--- config.mk ---
export PLATFORM = sky130hd
export DESIGN_NAME = rv_alu2
export DESIGN_NICKNAME = d
export VERILOG_FILES = /design/src/rtl/rv_alu2_pkg.sv /design/src/rtl/rv_alu2_div.sv /design/src/rtl/rv_alu2.sv
export SDC_FILE = /design/constraint.sdc
export NUM_CORES = 1
export LEC_CHECK = 0
export ABC_AREA = 1
export CAP_MARGIN = 20
export CORE_MARGIN = 3
export CORE_UTILIZATION = 45
export CTS_BUF_LIST = sky130_fd_sc_hd__clkbuf_8
export CTS_CLUSTER_SIZE = 28
export DETAILED_ROUTE_END_ITERATION = 8
export PLACE_DENSITY = 0.67
export SLEW_MARGIN = 20
export SYNTH_ARGS = -nofsm -noshare
export SYNTH_HDL_FRONTEND = slang
export SYNTH_SLANG_ARGS = --single-unit
--- constraint.sdc ---
create_clock -name i_clk -period 9.65 [get_ports i_clk]
set_clock_uncertainty 0.05 [all_clocks]
set_input_delay 1.93 -clock i_clk [delete_from_list [all_inputs] [get_ports i_clk]]
set_output_delay 1.93 -clock i_clk [all_outputs]
set_load 0.01 [all_outputs]
--- src/rtl/rv_alu2_pkg.sv ---
// Shared types and constants for the second execute stage and its divider.
package rv_alu2_pkg;

    localparam int RES_SRC_BITS = 2;

    // ALU modifiers: SUB/SRA select and divide request
    typedef struct packed {
        logic sub_sra;
        logic div;
    } alu_ctrl_t;

    // One-hot result select; 'logic' is reserved, so that field is 'logical'
    typedef struct packed {
        logic arith;
        logic shift;
        logic logical;
        logic cmp;
        logic link;
        logic div;
    } alu_res_t;

    // Integer op funct3
    localparam logic [2:0] F3_ADD  = 3'b000;
    localparam logic [2:0] F3_SLL  = 3'b001;
    localparam logic [2:0] F3_SLT  = 3'b010;
    localparam logic [2:0] F3_SLTU = 3'b011;
    localparam logic [2:0] F3_XOR  = 3'b100;
    localparam logic [2:0] F3_SR   = 3'b101;
    localparam logic [2:0] F3_OR   = 3'b110;
    localparam logic [2:0] F3_AND  = 3'b111;

    // Branch compare funct3
    localparam logic [2:0] F3_BEQ  = 3'b000;
    localparam logic [2:0] F3_BNE  = 3'b001;
    localparam logic [2:0] F3_BLT  = 3'b100;
    localparam logic [2:0] F3_BGE  = 3'b101;
    localparam logic [2:0] F3_BLTU = 3'b110;
    localparam logic [2:0] F3_BGEU = 3'b111;

    // Divide funct3: bit 1 picks remainder, bit 0 picks unsigned
    localparam logic [2:0] F3_DIV  = 3'b100;
    localparam logic [2:0] F3_DIVU = 3'b101;
    localparam logic [2:0] F3_REM  = 3'b110;
    localparam logic [2:0] F3_REMU = 3'b111;

    typedef enum logic [1:0] {
        DIV_IDLE,
        DIV_RUN,
        DIV_DONE
    } div_state_t;

    function automatic logic [31:0] negateIf(input logic neg, input logic [31:0] value);
        return neg ? -value : value;
    endfunction

endpackage

--- src/rtl/rv_alu2_div.sv ---
// Iterative radix-2 restoring divider working on magnitudes, with sign
// fix-up on the way out. Divide-by-zero and signed overflow bypass the loop.
module rv_div
    import rv_alu2_pkg::*;
(
    input  logic        i_clk,
    input  logic        i_reset,
    input  logic        i_start,
    input  logic        i_abort,
    input  logic        i_ack,
    input  logic        i_signed,
    input  logic [31:0] i_dividend,
    input  logic [31:0] i_divisor,
    output logic        o_busy,
    output logic [31:0] o_quotient,
    output logic [31:0] o_remainder
);

    div_state_t  r_state;
    div_state_t  w_nextState;
    logic [31:0] r_quot;
    logic [31:0] r_rem;
    logic [31:0] r_divisor;
    logic [4:0]  r_count;
    logic        r_negQuot;
    logic        r_negRem;
    logic        w_divByZero;
    logic        w_overflow;
    logic        w_special;
    logic        w_load;
    logic [32:0] w_shifted;
    logic [32:0] w_diff;

    assign w_divByZero = (i_divisor == 32'd0);
    assign w_overflow  = i_signed && (i_dividend == 32'h8000_0000) && (i_divisor == 32'hFFFF_FFFF);
    assign w_special   = w_divByZero || w_overflow;
    assign w_load      = (r_state == DIV_IDLE) && i_start && !w_special;
    assign w_shifted   = {r_rem, r_quot[31]};
    assign w_diff      = w_shifted - {1'b0, r_divisor};

    assign o_busy = (r_state == DIV_RUN) || w_load;

    // State register; abort wins over everything else
    always_ff @(posedge i_clk) begin
        if (i_reset || i_abort) begin
            r_state <= DIV_IDLE;
        end else begin
            r_state <= w_nextState;
        end
    end

    // Next state: load, 32 steps, then hold the answer until it is taken
    always_comb begin
        w_nextState = r_state;
        case (r_state)
            DIV_IDLE: if (w_load) w_nextState = DIV_RUN;
            DIV_RUN:  if (r_count == 5'd0) w_nextState = DIV_DONE;
            DIV_DONE: if (i_ack) w_nextState = DIV_IDLE;
            default:  w_nextState = DIV_IDLE;
        endcase
    end

    // Datapath: capture magnitudes on load, one restoring step per RUN cycle
    always_ff @(posedge i_clk) begin
        if (i_reset) begin
            r_quot    <= '0;
            r_rem     <= '0;
            r_divisor <= '0;
            r_count   <= '0;
            r_negQuot <= 1'b0;
            r_negRem  <= 1'b0;
        end else if (w_load) begin
            r_quot    <= negateIf(i_signed && i_dividend[31], i_dividend);
            r_rem     <= '0;
            r_divisor <= negateIf(i_signed && i_divisor[31], i_divisor);
            r_count   <= 5'd31;
            r_negQuot <= i_signed && (i_dividend[31] ^ i_divisor[31]);
            r_negRem  <= i_signed && i_dividend[31];
        end else if (r_state == DIV_RUN) begin
            if (!w_diff[32]) begin
                r_rem  <= w_diff[31:0];
                r_quot <= {r_quot[30:0], 1'b1};
            end else begin
                r_rem  <= w_shifted[31:0];
                r_quot <= {r_quot[30:0], 1'b0};
            end
            r_count <= r_count - 5'd1;
        end
    end

    // Result: finished loop value, otherwise the special-case answer
    always_comb begin
        o_quotient  = 32'hFFFF_FFFF;
        o_remainder = i_dividend;
        if (r_state == DIV_DONE) begin
            o_quotient  = negateIf(r_negQuot, r_quot);
            o_remainder = negateIf(r_negRem, r_rem);
        end else if (w_overflow) begin
            o_quotient  = 32'h8000_0000;
            o_remainder = 32'd0;
        end
    end

endmodule

--- src/rtl/rv_alu2.sv ---
// Second execute stage: integer result, branch/jump resolution against the
// fetch prediction, iterative divide, and the registers feeding the memory stage.
module rv_alu2
    import rv_alu2_pkg::*;
#(
    parameter int IADDR_SPACE_BITS = 32
)
(
    input  logic                        i_clk,
    input  logic                        i_reset,
    input  logic                        i_flush,
    input  logic                        i_stall,
    input  logic [31:0]                 i_op1,
    input  logic [31:0]                 i_op2,
    input  alu_res_t                    i_res,
    input  alu_ctrl_t                   i_alu_ctrl,
    input  logic [2:0]                  i_funct3,
    input  logic [RES_SRC_BITS-1:0]     i_res_src,
    input  logic                        i_reg_write,
    input  logic [4:0]                  i_rd,
    input  logic                        i_store,
    input  logic                        i_to_trap,
    input  logic [31:0]                 i_reg_data2,
    input  logic                        i_inst_jal_jalr,
    input  logic                        i_inst_branch,
    input  logic                        i_branch_pred,
    input  logic [IADDR_SPACE_BITS-1:0] i_pc,
    input  logic [IADDR_SPACE_BITS-1:0] i_pc_next,
    input  logic [IADDR_SPACE_BITS-1:0] i_pc_target,
    output logic                        o_busy,
    output logic [31:0]                 o_result,
    output logic [31:0]                 o_store_data,
    output logic [4:0]                  o_rd,
    output logic                        o_reg_write,
    output logic                        o_store,
    output logic                        o_to_trap,
    output logic [RES_SRC_BITS-1:0]     o_res_src,
    output logic [2:0]                  o_funct3,
    output logic                        o_pc_change,
    output logic [IADDR_SPACE_BITS-1:0] o_pc_new
);

    logic                        w_divBusy;
    logic                        w_capture;
    logic [31:0]                 w_quot;
    logic [31:0]                 w_rem;
    logic [4:0]                  w_shamt;
    logic [31:0]                 w_sra;
    logic                        w_eq;
    logic                        w_lt;
    logic                        w_ltu;
    logic                        w_taken;
    logic [31:0]                 w_result;
    logic                        w_pcChange;
    logic [IADDR_SPACE_BITS-1:0] w_pcNew;
    logic                        w_unusedPc;

    logic [31:0]                 r_result;
    logic [31:0]                 r_storeData;
    logic [4:0]                  r_rd;
    logic                        r_regWrite;
    logic                        r_store;
    logic                        r_toTrap;
    logic [RES_SRC_BITS-1:0]     r_resSrc;
    logic [2:0]                  r_funct3;
    logic                        r_pcChange;
    logic [IADDR_SPACE_BITS-1:0] r_pcNew;

    // The instruction's own PC plays no part in this stage
    assign w_unusedPc = ^i_pc;

    // Divisor arrives on op1 and dividend on op2
    rv_div u_div (
        .i_clk       (i_clk),
        .i_reset     (i_reset),
        .i_start     (i_alu_ctrl.div),
        .i_abort     (i_flush),
        .i_ack       (w_capture),
        .i_signed    (!i_funct3[0]),
        .i_dividend  (i_op2),
        .i_divisor   (i_op1),
        .o_busy      (w_divBusy),
        .o_quotient  (w_quot),
        .o_remainder (w_rem)
    );

    assign o_busy    = w_divBusy;
    assign w_capture = !i_stall && !w_divBusy;
    assign w_shamt   = i_op2[4:0];
    assign w_sra     = $signed(i_op1) >>> w_shamt;
    assign w_eq      = (i_op1 == i_op2);
    assign w_lt      = ($signed(i_op1) < $signed(i_op2));
    assign w_ltu     = (i_op1 < i_op2);

    // Integer result picked by the one-hot result select
    always_comb begin
        w_result = '0;
        if (i_res.arith) begin
            w_result = i_alu_ctrl.sub_sra ? (i_op1 - i_op2) : (i_op1 + i_op2);
        end else if (i_res.shift) begin
            case (i_funct3)
                F3_SLL:  w_result = i_op1 << w_shamt;
                F3_SR:   w_result = i_alu_ctrl.sub_sra ? w_sra : (i_op1 >> w_shamt);
                default: w_result = '0;
            endcase
        end else if (i_res.logical) begin
            case (i_funct3)
                F3_XOR:  w_result = i_op1 ^ i_op2;
                F3_OR:   w_result = i_op1 | i_op2;
                F3_AND:  w_result = i_op1 & i_op2;
                default: w_result = '0;
            endcase
        end else if (i_res.cmp) begin
            w_result = {31'd0, (i_funct3 == F3_SLTU) ? w_ltu : w_lt};
        end else if (i_res.link) begin
            w_result = 32'(i_pc_next);
        end else if (i_res.div) begin
            w_result = i_funct3[1] ? w_rem : w_quot;
        end
    end

    // Branch condition for the compare variant in funct3
    always_comb begin
        case (i_funct3)
            F3_BEQ:  w_taken = w_eq;
            F3_BNE:  w_taken = !w_eq;
            F3_BLT:  w_taken = w_lt;
            F3_BGE:  w_taken = !w_lt;
            F3_BLTU: w_taken = w_ltu;
            F3_BGEU: w_taken = !w_ltu;
            default: w_taken = 1'b0;
        endcase
    end

    // Redirect only when the real outcome disagrees with fetch's guess
    always_comb begin
        w_pcChange = 1'b0;
        w_pcNew    = i_pc_target;
        if (i_inst_jal_jalr) begin
            w_pcChange = 1'b1;
        end else if (i_inst_branch) begin
            if (w_taken && !i_branch_pred) begin
                w_pcChange = 1'b1;
            end else if (!w_taken && i_branch_pred) begin
                w_pcChange = 1'b1;
                w_pcNew    = i_pc_next;
            end
        end
    end

    // Output registers: clear on reset/flush, load when free, bubble while dividing
    always_ff @(posedge i_clk) begin
        if (i_reset || i_flush) begin
            r_result    <= '0;
            r_storeData <= '0;
            r_rd        <= '0;
            r_regWrite  <= 1'b0;
            r_store     <= 1'b0;
            r_toTrap    <= 1'b0;
            r_resSrc    <= '0;
            r_funct3    <= '0;
            r_pcChange  <= 1'b0;
            r_pcNew     <= '0;
        end else if (w_capture) begin
            r_result    <= w_result;
            r_storeData <= i_reg_data2;
            r_rd        <= i_rd;
            r_regWrite  <= i_reg_write;
            r_store     <= i_store;
            r_toTrap    <= i_to_trap;
            r_resSrc    <= i_res_src;
            r_funct3    <= i_funct3;
            r_pcChange  <= w_pcChange;
            r_pcNew     <= w_pcNew;
        end else if (!i_stall) begin
            r_regWrite  <= 1'b0;
            r_store     <= 1'b0;
            r_toTrap    <= 1'b0;
            r_pcChange  <= 1'b0;
        end
    end

    assign o_result     = r_result;
    assign o_store_data = r_storeData;
    assign o_rd         = r_rd;
    assign o_reg_write  = r_regWrite;
    assign o_store      = r_store;
    assign o_to_trap    = r_toTrap;
    assign o_res_src    = r_resSrc;
    assign o_funct3     = r_funct3;
    assign o_pc_change  = r_pcChange;
    assign o_pc_new     = r_pcNew;

endmodule

==> results_dict.tcl <==
set metrics [dict create \
    cp_cell_sequence "clkdlybuf4s50_1 > inv_1 > ha_1 > inv_1 > nand2_1 > nor2_1 > nand2_1 > nor3_1 > nand2_1 > nand2_1 > nand2_1 > nand2_1 > o21ai_0 > nor3b_2 > ha_1 > nand3_2 > buf_4 > a21oi_1 > a21oi_1" \
    gp_congestion 1.10 \
    dpl.hpwl_um 90700 \
    leakage_nw 13.1 \
    cts_root_buf "clkbuf_8" \
    seq_power_share_pct 30.3 \
    multi_input_area_mm2 0.0175 \
    path_max_fanout 29 \
    netlist.top_cell.by_area "nand2_1" \
    grt_use_total_pct 39.0 \
    clk_latency_ns 0.68 \
    wl_per_cell_um 22.5 \
    portBuffers 298 \
    cap_violations 0 \
    powerDensity_mw_per_mm2 111 \
    clockBufferDepth 3 \
    critPathSlowestCell "clkdlybuf4s50_1" \
    cts.sinks 215 \
    crit_family "simple AND/OR/NAND/NOR gates" \
    post_cts_buffers 0 \
    crit_path_frequent_cell "nand2_1" \
    syn_to_final_growth_pct 16.3 \
    ys.flop_type "dfxtp_1" \
    post-route-period-util_pct 73.9 \
    p_int_mw 1.85 \
    min_path_type "reg2reg" \
    grt_pass1_wl_um 171000 \
    vias_per_cell 5.91 \
    vias 30700 \
    yosysWarnings 0 \
    fin_crit_ns 7.13 \
    p_clk_share_pct 31.3 \
    rsz0062_at_grt "false" \
    first_pass_iters 9 \
    synthDistinctLibCells 71 \
    crit_path_max_incr_delay_ns 0.87 \
    outcome "completed" \
    grt_overflow 0 \
    synth_edf_count 0 \
    synth_nets 4677 \
    wl_um 117000 \
    power.ir.vdd_worst_mv 0.104 \
    cts_tree "done" \
    synthDominantCellAreaShare_pct 18.1 \
    r2r_slack_ns 5.57 \
    synth-seq-cells 215 \
    comb_power_share_pct 38.4 \
    die_w_um 240 \
    drive_gt1_share_pct 4.60 \
    cts_buffers 41 \
    p_switching_mw 1.33 \
    path_clk_slew_ns 0.06 \
    ys_seq_area_share_pct 17.5 \
    tns_ns 0 \
    setup_viol 0 \
    die_h_um 240 \
    grt_max_degree 73 \
    dieArea_mm2 0.0574 \
    finalNetCount 4832 \
    slew_headroom_pct 30.9 \
    seq_area_mm2 0.00430 \
    cp-start-kind "input port" \
    syn-mean-instance-area_um2 5.69 \
    swShare_pct 41.8 \
    critPathKind "in2reg" \
    ant_nets 0 \
    route.detailed.drc 0 \
    core_area_mm2 0.0533 \
    crit_arrival_ns 7.59 \
    critical_path.endpoint_type "flop" \
    antenna_found_initial 3 \
    synth_area_leaders "nand2_1 18%, dfxtp_1 18%, o21ai_0 8.6%" \
    synth_area_mm2 0.0246 \
    slew_viol_final 0 \
    cts_hold_buf 0 \
    rows 84 \
    ys_async_sr_fraction_pct 0 \
    synthCells 4316 \
    initial_core_util_pct 46.1 \
    crit_required_ns 10.10 \
    hold_viol_final 0 \
    cts-resized-gates 0 \
    n_fill_cell 5771 \
    drt_iter0_drc 4328 \
    cp_num_buf_inv 4 \
    ios 331 \
    htreeDepth 2 \
    first_global_vias 27600 \
    clock.fmax_mhz 140 \
    final_util_pct 53.6 \
    worstMarginPinSlew_ns 1.04 \
]
[power groups by stage]
stage | clock [mW] | combinational [mW] | sequential (mW)
after global placement | 0 | 1.17 | 0.982
after CTS | 1.01 | 1.17 | 0.965
after global routing | 1.05 | 1.31 | 0.971
after detailed placement | 0 | 1.17 | 0.983
after floorplan | 0 | 0.726 | 0.985
final | 0.994 | 1.22 | 0.966
[Yosys cell counts, types with 9 or more instances]
| master | instances |
|---|---|
| buf_1 | 21 |
| mux2i_1 | 10 |
| a21o_1 | 10 |
| nor2_1 | 434 |
| o21bai_1 | 20 |
| o21a_1 | 22 |
| o211ai_1 | 29 |
| buf_6 | 15 |
| inv_1 | 413 |
| nand3b_1 | 13 |
| nor3_1 | 65 |
| dfxtp_1 | 215 |
| nand4_1 | 43 |
| ha_1 | 138 |
| inv_2 | 11 |
| o21ai_1 | 51 |
| nand2_1 | 1182 |
| nand2_2 | 9 |
| xnor2_1 | 15 |
| o22ai_1 | 22 |
| o21ai_0 | 420 |
| buf_4 | 9 |
| buf_2 | 58 |
| a31oi_1 | 53 |
| o21ai_2 | 15 |
| xor2_1 | 73 |
| a21oi_1 | 399 |
| nand3_1 | 290 |
| clkbuf_1 | 133 |
[layer usage]
metal / track usage, % / up-vias / part of all wire, % / wire [um]
li1: - / 14600 / - / -
met1: 53.1 / 14000 / 41 / 47500
met2: 58.1 / 1797 / 42 / 49000
met3: 7.46 / 331 / 11 / 13000
met4: 20.7 / 0 / 6.4 / 7470
met5: 0 / - / 0 / 0
[final timing paths]
| kind | start | to | depth (start not counted) |
|---|---|---|---|
| hold reg to reg | o_to_trap | o_to_trap | 2 |
| setup reg to reg | u_div.r_state[0] | o_result[19] | 11 |
| setup / recovery | i_op1[26] | o_pc_new[5] | 19 |
| hold / removal | o_to_trap | o_to_trap | 2 |
[flip-flops by register name, summed over array words and instances (netlist names), 5 cells and up]
register / count
o_pc_new: 32
o_rd: 5
o_result: 32
o_store_data: 32
u_div.r_count: 5
u_div.r_divisor: 32
u_div.r_quot: 32
u_div.r_rem: 32
[tightest hold or removal path: cells and delay by family, from the launching register on]
kind | cells | cell delay (ns)
AO/OA/AOI/OAI | 1 | 0.05
flip-flops | 1 | 0.31
AND/OR/NAND/NOR | 1 | 0.05
[kinds of logic after synthesis]
logic type	count (synthesis)	share of synthesized area [%]
multiplexers	11	0.499
adder cells (fa/ha/maj)	141	7.28
AO/OA/AOI/OAI	1099	24.7
XOR/XNOR	88	3.14
buffers and inverters	671	11.2
flip-flops	215	17.5
AND/OR/NAND/NOR	2091	35.6
[cell usage in the layout, fill, tap and decap left out, drive strengths merged, types with 8 or more instances in the layout]
master	instances
a21boi	8
a21o	10
a21oi	402
a31oi	57
buf	54
clkbuf	50
clkdlybuf4s50	295
clkinv	16
dfxtp	215
ha	138
inv	441
mux2i	11
nand2	1194
nand3	292
nand3b	13
nand4	46
nor2	447
nor3	69
nor4	8
o211ai	29
o21a	22
o21ai	487
o21bai	20
o22ai	22
o31ai	8
or2	15
xnor2	15
xor2	73
[through the flow]
step / total power [mW] / setup WS, ns / instance area (um2) / hold WS [ns] / cells
floorplan: 1.71 / 3.98 / 24600 / 0.385 / 4316
global placement: 2.15 / 2.07 / 27700 / 0.393 / 5116
detailed placement: 2.15 / 2.08 / 27700 / 0.399 / 5116
CTS: 3.15 / 2.64 / 28500 / 0.410 / 5192
global route: 3.33 / 2.36 / 28600 / 0.442 / 5194
finish: 3.18 / 2.52 / 28600 / 0.414 / 5199
[final cells by class]
| cell class | instances | share of cell area, % |
|---|---|---|
| multi-input combinational | 3430 | 61.3 |
| sequential | 215 | 15.1 |
| timing repair buffer | 349 | 11.7 |
| inverter | 434 | 5.74 |
| tap | 688 | 3.01 |
| clock buffer | 50 | 2.41 |
| clock inverter | 26 | 0.653 |
| antenna | 7 | 0.0613 |
Power figures use the tool's default switching activity.
